===== src/rtl/lx_bus_requester.sv =====
// Bus-master requester: takes one line request from the cache, arbitrates for the bus,
// splits write-backs into beats and rebuilds read lines. Optional response timeout: REQ_TIMEOUT_EN.
module lx_bus_requester #(
  parameter int CACHE_OFFSET_BITS = 2,
  parameter int BUS_OFFSET_BITS   = 1,
  parameter int DATA_WIDTH        = 8,
  parameter int ADDRESS_WIDTH     = 32,
  parameter int MSG_BITS          = 4,
  parameter int MAX_OFFSET_BITS   = 3,
  parameter int TIMEOUT_CYCLES    = 64,
  parameter logic [MSG_BITS-1:0] NO_REQ   = MSG_BITS'(0),
  parameter logic [MSG_BITS-1:0] R_REQ    = MSG_BITS'(1),
  parameter logic [MSG_BITS-1:0] WB_REQ   = MSG_BITS'(2),
  parameter logic [MSG_BITS-1:0] MEM_RESP = MSG_BITS'(3),
  localparam int LINE_W = DATA_WIDTH << CACHE_OFFSET_BITS,
  localparam int BEAT_W = DATA_WIDTH << BUS_OFFSET_BITS,
  localparam int OFF_W  = $clog2(MAX_OFFSET_BITS) + 1
) (
  input  logic                     clock,
  input  logic                     reset,
  input  logic [MSG_BITS-1:0]      cache_msg_in,
  input  logic [ADDRESS_WIDTH-1:0] cache_address_in,
  input  logic [LINE_W-1:0]        cache_data_in,
  output logic [MSG_BITS-1:0]      cache_msg_out,
  output logic [ADDRESS_WIDTH-1:0] cache_address_out,
  output logic [LINE_W-1:0]        cache_data_out,
  output logic                     bus_request,
  input  logic                     bus_grant,
  output logic [MSG_BITS-1:0]      bus_msg_out,
  output logic [ADDRESS_WIDTH-1:0] bus_address_out,
  output logic [BEAT_W-1:0]        bus_data_out,
  output logic [OFF_W-1:0]         req_offset,
  output logic                     req_ready,
  input  logic [MSG_BITS-1:0]      bus_msg_in,
  input  logic [ADDRESS_WIDTH-1:0] bus_address_in,
  input  logic [BEAT_W-1:0]        bus_data_in
);

  localparam int BEATS = 1 << (CACHE_OFFSET_BITS - BUS_OFFSET_BITS);
  localparam int CNT_W = (CACHE_OFFSET_BITS == BUS_OFFSET_BITS) ? 1 : CACHE_OFFSET_BITS - BUS_OFFSET_BITS;
  localparam int ALIGN = CACHE_OFFSET_BITS + $clog2(DATA_WIDTH / 8);
  localparam logic [ADDRESS_WIDTH-1:0] ALIGN_MASK = {ADDRESS_WIDTH{1'b1}} << ALIGN;

  typedef enum logic [2:0] {IDLE, WAIT_GRANT, SEND_DATA, WAIT_RESP, RECV_DATA, RESP_CACHE} state_t;

  typedef struct packed {
    logic [MSG_BITS-1:0]            msg;
    logic [ADDRESS_WIDTH-1:0]       addr;
    logic [BEATS-1:0][BEAT_W-1:0]   line;
  } req_t;

  state_t                   state_q, state_n;
  req_t                     req_q, req_n;
  logic [CNT_W-1:0]         cnt_q, cnt_n;
  logic                     last_beat;

  logic [MSG_BITS-1:0]      cache_msg_n;
  logic [ADDRESS_WIDTH-1:0] cache_address_n;
  logic [LINE_W-1:0]        cache_data_n;
  logic                     bus_request_n;
  logic [MSG_BITS-1:0]      bus_msg_n;
  logic [ADDRESS_WIDTH-1:0] bus_address_n;
  logic [BEAT_W-1:0]        bus_data_n;
  logic [OFF_W-1:0]         req_offset_n;
  logic                     req_ready_n;

`ifdef REQ_TIMEOUT_EN
  localparam int TW = $clog2(TIMEOUT_CYCLES + 1);
  logic [TW-1:0] tcnt_q, tcnt_n;
`endif

  assign last_beat = (cnt_q == CNT_W'(BEATS - 1));

  always_comb begin
    state_n         = state_q;
    req_n           = req_q;
    cnt_n           = cnt_q;
    cache_msg_n     = cache_msg_out;
    cache_address_n = cache_address_out;
    cache_data_n    = cache_data_out;
    bus_request_n   = bus_request;
    bus_msg_n       = bus_msg_out;
    bus_address_n   = bus_address_out;
    bus_data_n      = bus_data_out;
    req_offset_n    = req_offset;
    req_ready_n     = req_ready;
`ifdef REQ_TIMEOUT_EN
    tcnt_n          = tcnt_q;
`endif
    case (state_q)
      IDLE: begin
        if (cache_msg_in == R_REQ || cache_msg_in == WB_REQ) begin
          req_n.msg     = cache_msg_in;
          req_n.addr    = cache_address_in & ALIGN_MASK;
          req_n.line    = cache_data_in;
          bus_request_n = 1'b1;
          state_n       = WAIT_GRANT;
        end
      end
      WAIT_GRANT: begin
        bus_request_n = 1'b1;
        // a grant seen while the request is dropped (timeout gap) is not ours
        if (bus_grant && bus_request) begin
          bus_msg_n     = req_q.msg;
          bus_address_n = req_q.addr;
          req_offset_n  = OFF_W'(CACHE_OFFSET_BITS);
          req_ready_n   = 1'b1;
          cnt_n         = '0;
`ifdef REQ_TIMEOUT_EN
          tcnt_n        = '0;
`endif
          state_n       = (req_q.msg == WB_REQ) ? SEND_DATA : WAIT_RESP;
        end
      end
      SEND_DATA: begin
        bus_data_n = req_q.line[cnt_q];
        cnt_n      = last_beat ? '0 : cnt_q + 1'b1;
        if (last_beat) state_n = WAIT_RESP;
      end
      WAIT_RESP: begin
        bus_data_n = '0;
        if (bus_msg_in == MEM_RESP && bus_address_in == req_q.addr) begin
          if (req_q.msg == R_REQ) begin
            cnt_n   = '0;
            state_n = RECV_DATA;
          end else begin
            bus_request_n   = 1'b0;
            bus_msg_n       = NO_REQ;
            bus_address_n   = '0;
            req_offset_n    = '0;
            req_ready_n     = 1'b0;
            cache_msg_n     = MEM_RESP;
            cache_address_n = req_q.addr;
            cache_data_n    = '0;
            state_n         = RESP_CACHE;
          end
        end
`ifdef REQ_TIMEOUT_EN
        else if (tcnt_q == TW'(TIMEOUT_CYCLES - 1)) begin
          bus_request_n = 1'b0;
          bus_msg_n     = NO_REQ;
          bus_address_n = '0;
          req_offset_n  = '0;
          req_ready_n   = 1'b0;
          state_n       = WAIT_GRANT;
        end else begin
          tcnt_n = tcnt_q + 1'b1;
        end
`endif
      end
      RECV_DATA: begin
        req_n.line[cnt_q] = bus_data_in;
        cnt_n             = last_beat ? '0 : cnt_q + 1'b1;
        if (last_beat) begin
          bus_request_n   = 1'b0;
          bus_msg_n       = NO_REQ;
          bus_address_n   = '0;
          req_offset_n    = '0;
          req_ready_n     = 1'b0;
          cache_msg_n     = MEM_RESP;
          cache_address_n = req_q.addr;
          cache_data_n    = req_n.line;
          state_n         = RESP_CACHE;
        end
      end
      RESP_CACHE: begin
        if (cache_msg_in == NO_REQ) begin
          cache_msg_n     = NO_REQ;
          cache_address_n = '0;
          cache_data_n    = '0;
          state_n         = IDLE;
        end
      end
      default: state_n = IDLE;
    endcase
  end

  always_ff @(posedge clock) begin
    if (reset) begin
      state_q           <= IDLE;
      req_q             <= '0;
      cnt_q             <= '0;
      cache_msg_out     <= NO_REQ;
      cache_address_out <= '0;
      cache_data_out    <= '0;
      bus_request       <= 1'b0;
      bus_msg_out       <= NO_REQ;
      bus_address_out   <= '0;
      bus_data_out      <= '0;
      req_offset        <= '0;
      req_ready         <= 1'b0;
`ifdef REQ_TIMEOUT_EN
      tcnt_q            <= '0;
`endif
    end else begin
      state_q           <= state_n;
      req_q             <= req_n;
      cnt_q             <= cnt_n;
      cache_msg_out     <= cache_msg_n;
      cache_address_out <= cache_address_n;
      cache_data_out    <= cache_data_n;
      bus_request       <= bus_request_n;
      bus_msg_out       <= bus_msg_n;
      bus_address_out   <= bus_address_n;
      bus_data_out      <= bus_data_n;
      req_offset        <= req_offset_n;
      req_ready         <= req_ready_n;
`ifdef REQ_TIMEOUT_EN
      tcnt_q            <= tcnt_n;
`endif
    end
  end

endmodule


===== config.mk =====
export PLATFORM = sky130hd
export DESIGN_NAME = lx_bus_requester
export DESIGN_NICKNAME = d
export VERILOG_FILES = /design/src/rtl/lx_bus_requester.sv
export SDC_FILE = /design/constraint.sdc
export NUM_CORES = 1
export LEC_CHECK = 0
export ABC_AREA = 1
export CAP_MARGIN = 20
export CORE_ASPECT_RATIO = 0.9
export CORE_MARGIN = 10
export CORE_UTILIZATION = 45
export CTS_CLUSTER_SIZE = 20
export DETAILED_ROUTE_END_ITERATION = 8
export PLACE_DENSITY = 0.75
export SYNTH_ARGS = -nofsm -noshare
export SYNTH_HDL_FRONTEND = slang
export SYNTH_SLANG_ARGS = --single-unit

===== constraint.sdc =====
create_clock -name clock -period 4.1 [get_ports clock]
set_input_delay 1.025 -clock clock [delete_from_list [all_inputs] [get_ports clock]]
set_output_delay 1.025 -clock clock [all_outputs]
set_load 0.02 [all_outputs]

# Word level (Yosys, flattened, before mapping)
# Cells that the tools add are included.
# totals
ff_bits	195
input_bits	123
elab_cells	113
# op_classes
add_sub_neg	1
order_cmp	2
n_reduce_logical	20
eq_ne	19
n_mux	56
# ops
op	n
$mux W32	10
$pmux W32 S3	3
$pmux W32 S2	1
$mux W16	3
$bwmux W32	1
$eq A32 B32 Y1	1
$mux W4	8
$pmux W16 S2	1
$mux W3	10
$pmux W4 S3	2
$pmux W3 S6	1
$demux W16 S1	1
$ne A2 B2 Y1 const B	8
$reduce_and A5 Y1	3
$eq A4 B2 Y1 const B	3
$mux W1	11
$pmux W3 S3	1
$reduce_bool A3 Y1	3
$eq A4 B1 Y1 const B	2
$eq A3 B2 Y1 const B	2
$eq A3 B3 Y1 const B	2
$pmux W1 S3	2
$reduce_and A6 Y1	1
$logic_not A4 Y1	1
13 further kinds	17

# Depth between registers and ports, before layout
# logic_depth
word_depth	7
mapped_depth	16

# Least setup slack after synthesis
# OpenSTA, ideal clock, no wires.
# synth_timing
path_type	input to register
start	in cache_msg_in[3]
end	reg req_q[0] in the netlist's numbering
cell_stages	8
n_path_buf	2
path_slack_ns	1.758
setup_time_ns	0.132
required_ns	3.968
arrival_time_ns	2.210
cell_sequence	or2_2 nand3b_1 nor2_1 buf_2 nor2_1 clkbuf_1 nand2_1 a31oi_1
# synth_between
elab_chain_cells	4
# synth_rtl
item	line_no	rtl
from (decl)	21	input logic [MSG_BITS-1:0] cache_msg_in,
$eq A4 B1 Y1 / $eq A4 B2 Y1 (equally long branches)	92	if (cache_msg_in == R_REQ || cache_msg_in == WB_REQ) begin
$logic_or A1 B1 Y1 (*)	92	
$ne A2 B2 Y1 (no line) (*)	n/a	
$reduce_and A2 Y1 (no line) (*)	n/a	
to (signal assigned)	197	req_q <= req_n;
to (decl)	53	req_t req_q, req_n;
# Every way passes the cells marked *; elsewhere a longest branch is shown, timed or not.
# A chain may end at the register's enable or synchronous reset.

# Worst setup path in the final report
# layout_timing
start	in cache_msg_in[3]
end	reg cache_address_out[5]
# layout_between
elab_chain_cells	3
# layout_rtl
item	line_no	rtl
$logic_not A4 Y1	167	if (cache_msg_in == NO_REQ) begin
$ne A2 B2 Y1 (no line)	n/a	
$reduce_and A5 Y1 (no line)	n/a	
to (signal assigned)	200	cache_address_out <= cache_address_n;
to (decl)	25	output logic [ADDRESS_WIDTH-1:0] cache_address_out,
# Every way passes these cells.

==> impl_metrics.tcl <==
set metrics [dict create \
    outcome "complete, no violations" \
    power.density_cell_area_mw_per_mm2 763 \
    std_cell_rows 49 \
    worstPathMaxFanout 20 \
    finish.net_count 1685 \
    cts.sinks 185 \
    gp_congestion 0.946 \
    grt_start_max_net_pins 136 \
    postCtsResizedCells 0 \
    drc 0 \
    cts_htree_levels 4 \
    synth_area_per_cell_um2 6.57 \
    cts_tree "done" \
    insertion_delay_ns 0.43 \
    cts.reportedPaths.clkPinSlew_ns 0.07 \
    initialDrtViolationCount 1206 \
    clk_path_buf_depth 2 \
    area_added_between_synthesis_and_finish_pct 32.8 \
    timing.max_slew.rel_slack_pct 30.7 \
    post_dr_wirelength_cell_um 17.7 \
    design.die.area_mm2 0.0266 \
    number_of_hold_buffers_added_after_cts 0 \
    timing_worst_setup_path_type "input pin to register" \
    maxCapViolCount 0 \
    fin_tns_setup_ns 0 \
    final_std_cells_w_o_fill 1833 \
    tightest_slew_ns 1.04 \
    power_leakage_nw 4.97 \
    grtUsageTotal_pct 23.8 \
    worst_path_arrival_time_ns 3.41 \
    via_per_inst 5.34 \
    ys_ff_latch 185 \
    synth_warnings 0 \
    dieHeight_um 156 \
    drt_first_pass_iters 6 \
    initial_core_util_pct 45.9 \
    core_mm2 0.0200 \
    dp_hpwl_um 22800 \
    setup_viol 0 \
    global_route.overflow_total 0 \
    final_core_util_pct 60.9 \
    port_buffers 237 \
    clock-skew-final_ns 0.0123 \
    path_common_cell "sky130_fd_sc_hd__nor2_1" \
    synth.cell_area_mm2 0.00920 \
    critical-path-max-stage-delay_ns 0.61 \
    end_kind "register" \
    boundaryPins 248 \
    unrepaired_setup_endpoints_after_global_routing "no" \
    reg2reg_setup_slack_ns 1.10 \
    post_cts_buffers 0 \
    grt_antenna_before_repair 3 \
    wire_length_of_the_first_global_routing_pass_um 50900 \
    worstPathBufferInverterCount 1 \
    cts_root_buf "sky130_fd_sc_hd__clkbuf_16" \
    drt-total-wl_um 32400 \
    peakVddDrop_mv 0.457 \
    timing.final.crit_share_pct 75.2 \
    ys_types 31 \
    ant_nets 0 \
    syn-instance-count 1400 \
    cts-buffers-inserted 17 \
    synth.yosys.seq_area_share_pct 40.3 \
    path_cells "clkdlybuf4s50_1 > or2_2 > o21ai_1 > o21ai_2 > a21oi_4 > nand3_1 > nor2_1 > nor2_1" \
    die_width_um 171 \
    numPlacedInstances 1798 \
    cp_top_family "simple AND/OR/NAND/NOR gates" \
    via_count 9795 \
    drive_gt1_share_pct 4.51 \
    final-max-slew-violation-count 0 \
    timing.fmax_ghz 0.324 \
    critical-path-slowest-cell "sky130_fd_sc_hd__a21oi_4" \
    timing_hold_violations_final 0 \
    post-route-min-period_ns 3.09 \
    critical_path_required_ns 4.42 \
    hp-class "register to register" \
    startpoint_type "input pin" \
    grt_pass1_vias 8999 \
]
[power by group]
part           internal, mW  switching, mW  total [mW]  leakage, nW
Sequential             2.37          0.395        2.76         1.51
Clock                  1.05          0.751        1.80        0.306
Combinational          1.96           2.80        4.77         3.15
[final timing paths]
check | from | depth (start not counted) | end
setup / recovery | cache_msg_in[3] | 8 | cache_address_out[5]$_SDFFE_PP0P_
setup reg to reg | state_q[0]$_SDFFE_PP0P_ | 9 | cache_address_out[5]$_SDFFE_PP0P_
hold reg to reg | bus_data_out[5]$_SDFFE_PP0P_ | 2 | bus_data_out[5]$_SDFFE_PP0P_
hold / removal | bus_data_out[5]$_SDFFE_PP0P_ | 2 | bus_data_out[5]$_SDFFE_PP0P_
[Yosys cell counts]
| library cell | count | area (um2) |
|---|---|---|
| sky130_fd_sc_hd__nor2_2 | 1 | 6.26 |
| sky130_fd_sc_hd__clkinv_1 | 1 | 3.75 |
| sky130_fd_sc_hd__or2_2 | 4 | 25.0 |
| sky130_fd_sc_hd__dfxtp_1 | 185 | 3700 |
| sky130_fd_sc_hd__o21ai_2 | 1 | 8.76 |
| sky130_fd_sc_hd__clkbuf_1 | 65 | 244 |
| sky130_fd_sc_hd__nor3_1 | 14 | 70.1 |
| sky130_fd_sc_hd__o21ai_0 | 53 | 265 |
| sky130_fd_sc_hd__a21oi_1 | 121 | 606 |
| sky130_fd_sc_hd__buf_1 | 12 | 45.0 |
| sky130_fd_sc_hd__buf_4 | 20 | 150 |
| sky130_fd_sc_hd__o21ai_1 | 1 | 5.00 |
| sky130_fd_sc_hd__nand4_1 | 81 | 507 |
| sky130_fd_sc_hd__buf_2 | 23 | 115 |
| sky130_fd_sc_hd__o211a_1 | 1 | 10.0 |
| sky130_fd_sc_hd__nor3_4 | 1 | 16.3 |
| sky130_fd_sc_hd__nand3_1 | 10 | 50.1 |
| sky130_fd_sc_hd__nand2_2 | 1 | 6.26 |
| sky130_fd_sc_hd__and2_1 | 13 | 81.3 |
| sky130_fd_sc_hd__nor2_1 | 202 | 758 |
| sky130_fd_sc_hd__xnor2_1 | 6 | 52.6 |
| sky130_fd_sc_hd__nand2_1 | 336 | 1260 |
| sky130_fd_sc_hd__a31oi_1 | 88 | 551 |
| sky130_fd_sc_hd__a211oi_1 | 1 | 7.51 |
| sky130_fd_sc_hd__conb_1 | 1 | 3.75 |
| sky130_fd_sc_hd__a21oi_4 | 1 | 16.3 |
| sky130_fd_sc_hd__inv_1 | 141 | 529 |
| sky130_fd_sc_hd__a21oi_2 | 1 | 8.76 |
| sky130_fd_sc_hd__nand3b_1 | 1 | 7.51 |
| sky130_fd_sc_hd__o211ai_1 | 8 | 60.1 |
| sky130_fd_sc_hd__inv_2 | 6 | 22.5 |
[worst min-delay path: cells and delay by family, from the launching register on]
kind / cells / cell delay [ns]
simple gates: 1 / 0.06
compound gates: 1 / 0.05
flops: 1 / 0.31
[placed cells by master (no fill, tap or decap), types with 3 or more instances in the layout]
cell                              count
sky130_fd_sc_hd__a21oi_1            121
sky130_fd_sc_hd__a31oi_1             88
sky130_fd_sc_hd__and2_1              13
sky130_fd_sc_hd__buf_12               4
sky130_fd_sc_hd__buf_4               15
sky130_fd_sc_hd__bufinv_16            4
sky130_fd_sc_hd__clkbuf_16           17
sky130_fd_sc_hd__clkdlybuf4s50_1    236
sky130_fd_sc_hd__conb_1               8
sky130_fd_sc_hd__dfxtp_1            185
sky130_fd_sc_hd__diode_2              4
sky130_fd_sc_hd__inv_1              141
sky130_fd_sc_hd__inv_2                6
sky130_fd_sc_hd__inv_6                6
sky130_fd_sc_hd__nand2_1            334
sky130_fd_sc_hd__nand3_1             10
sky130_fd_sc_hd__nand4_1             81
sky130_fd_sc_hd__nor2_1             200
sky130_fd_sc_hd__nor2_2               3
sky130_fd_sc_hd__nor3_1              14
sky130_fd_sc_hd__o211ai_1             8
sky130_fd_sc_hd__o21ai_0             53
sky130_fd_sc_hd__or2_2                4
sky130_fd_sc_hd__xnor2_1              6
[registers in the layout (all words and copies together), names as in the netlist]
| register | count |
|---|---|
| state_q | 3 |
| bus_msg_out | 4 |
| bus_data_out | 16 |
| cache_msg_out | 1 |
| cache_address_out | 30 |
| req_q | 66 |
| bus_address_out | 30 |
| cache_data_out | 32 |
| bus_request | 1 |
| req_offset | 1 |
| cnt_q | 1 |
[through the flow]
stage	area [um2]	power, mW	worst slack, ns	hold WS, ns
2_1_floorplan	9220	5.80	1.76	0.439
3_3_place_gp	11600	7.43	0.655	0.445
3_5_place_dp	11600	7.52	0.618	0.453
4_1_cts	12200	9.33	1.03	0.467
5_1_grt	12200	9.98	0.810	0.485
6_report	12200	9.33	1.01	0.463
[per-layer routing]
| metal | track usage, % | routed length (um) | up-vias |
|---|---|---|---|
| met1 | 32.8 | 14500 | 4496 |
| met3 | 4.83 | 2540 | 43 |
| li1 | - | - | 4870 |
| met4 | 9.27 | 844 | 0 |
| met2 | 35.8 | 14600 | 386 |
| met5 | 0 | 0 | - |
[final cells by class]
class,count,area (um2)
Sequential cell,185,3700
Timing Repair Buffer,256,2560
Tap cell,255,319
Clock inverter,12,185
Clock buffer,19,443
Fill cell,1880,7830
Inverter,148,558
Multi-Input combinational cell,954,4440
Antenna cell,4,10.0
[cells by family (layout without fill, tap and decap cells)]
group | after synthesis | count (layout) | share of synthesized area (%)
compound gates | 276 | 276 | 16.7
simple gates | 664 | 664 | 30.3
buf+inv | 268 | 435 | 12.1
xor+xnor | 6 | 6 | 0.571
other cells | 1 | 12 | 0.0408
flops | 185 | 185 | 40.3
No activity file was read; power rests on OpenSTA's default activity.
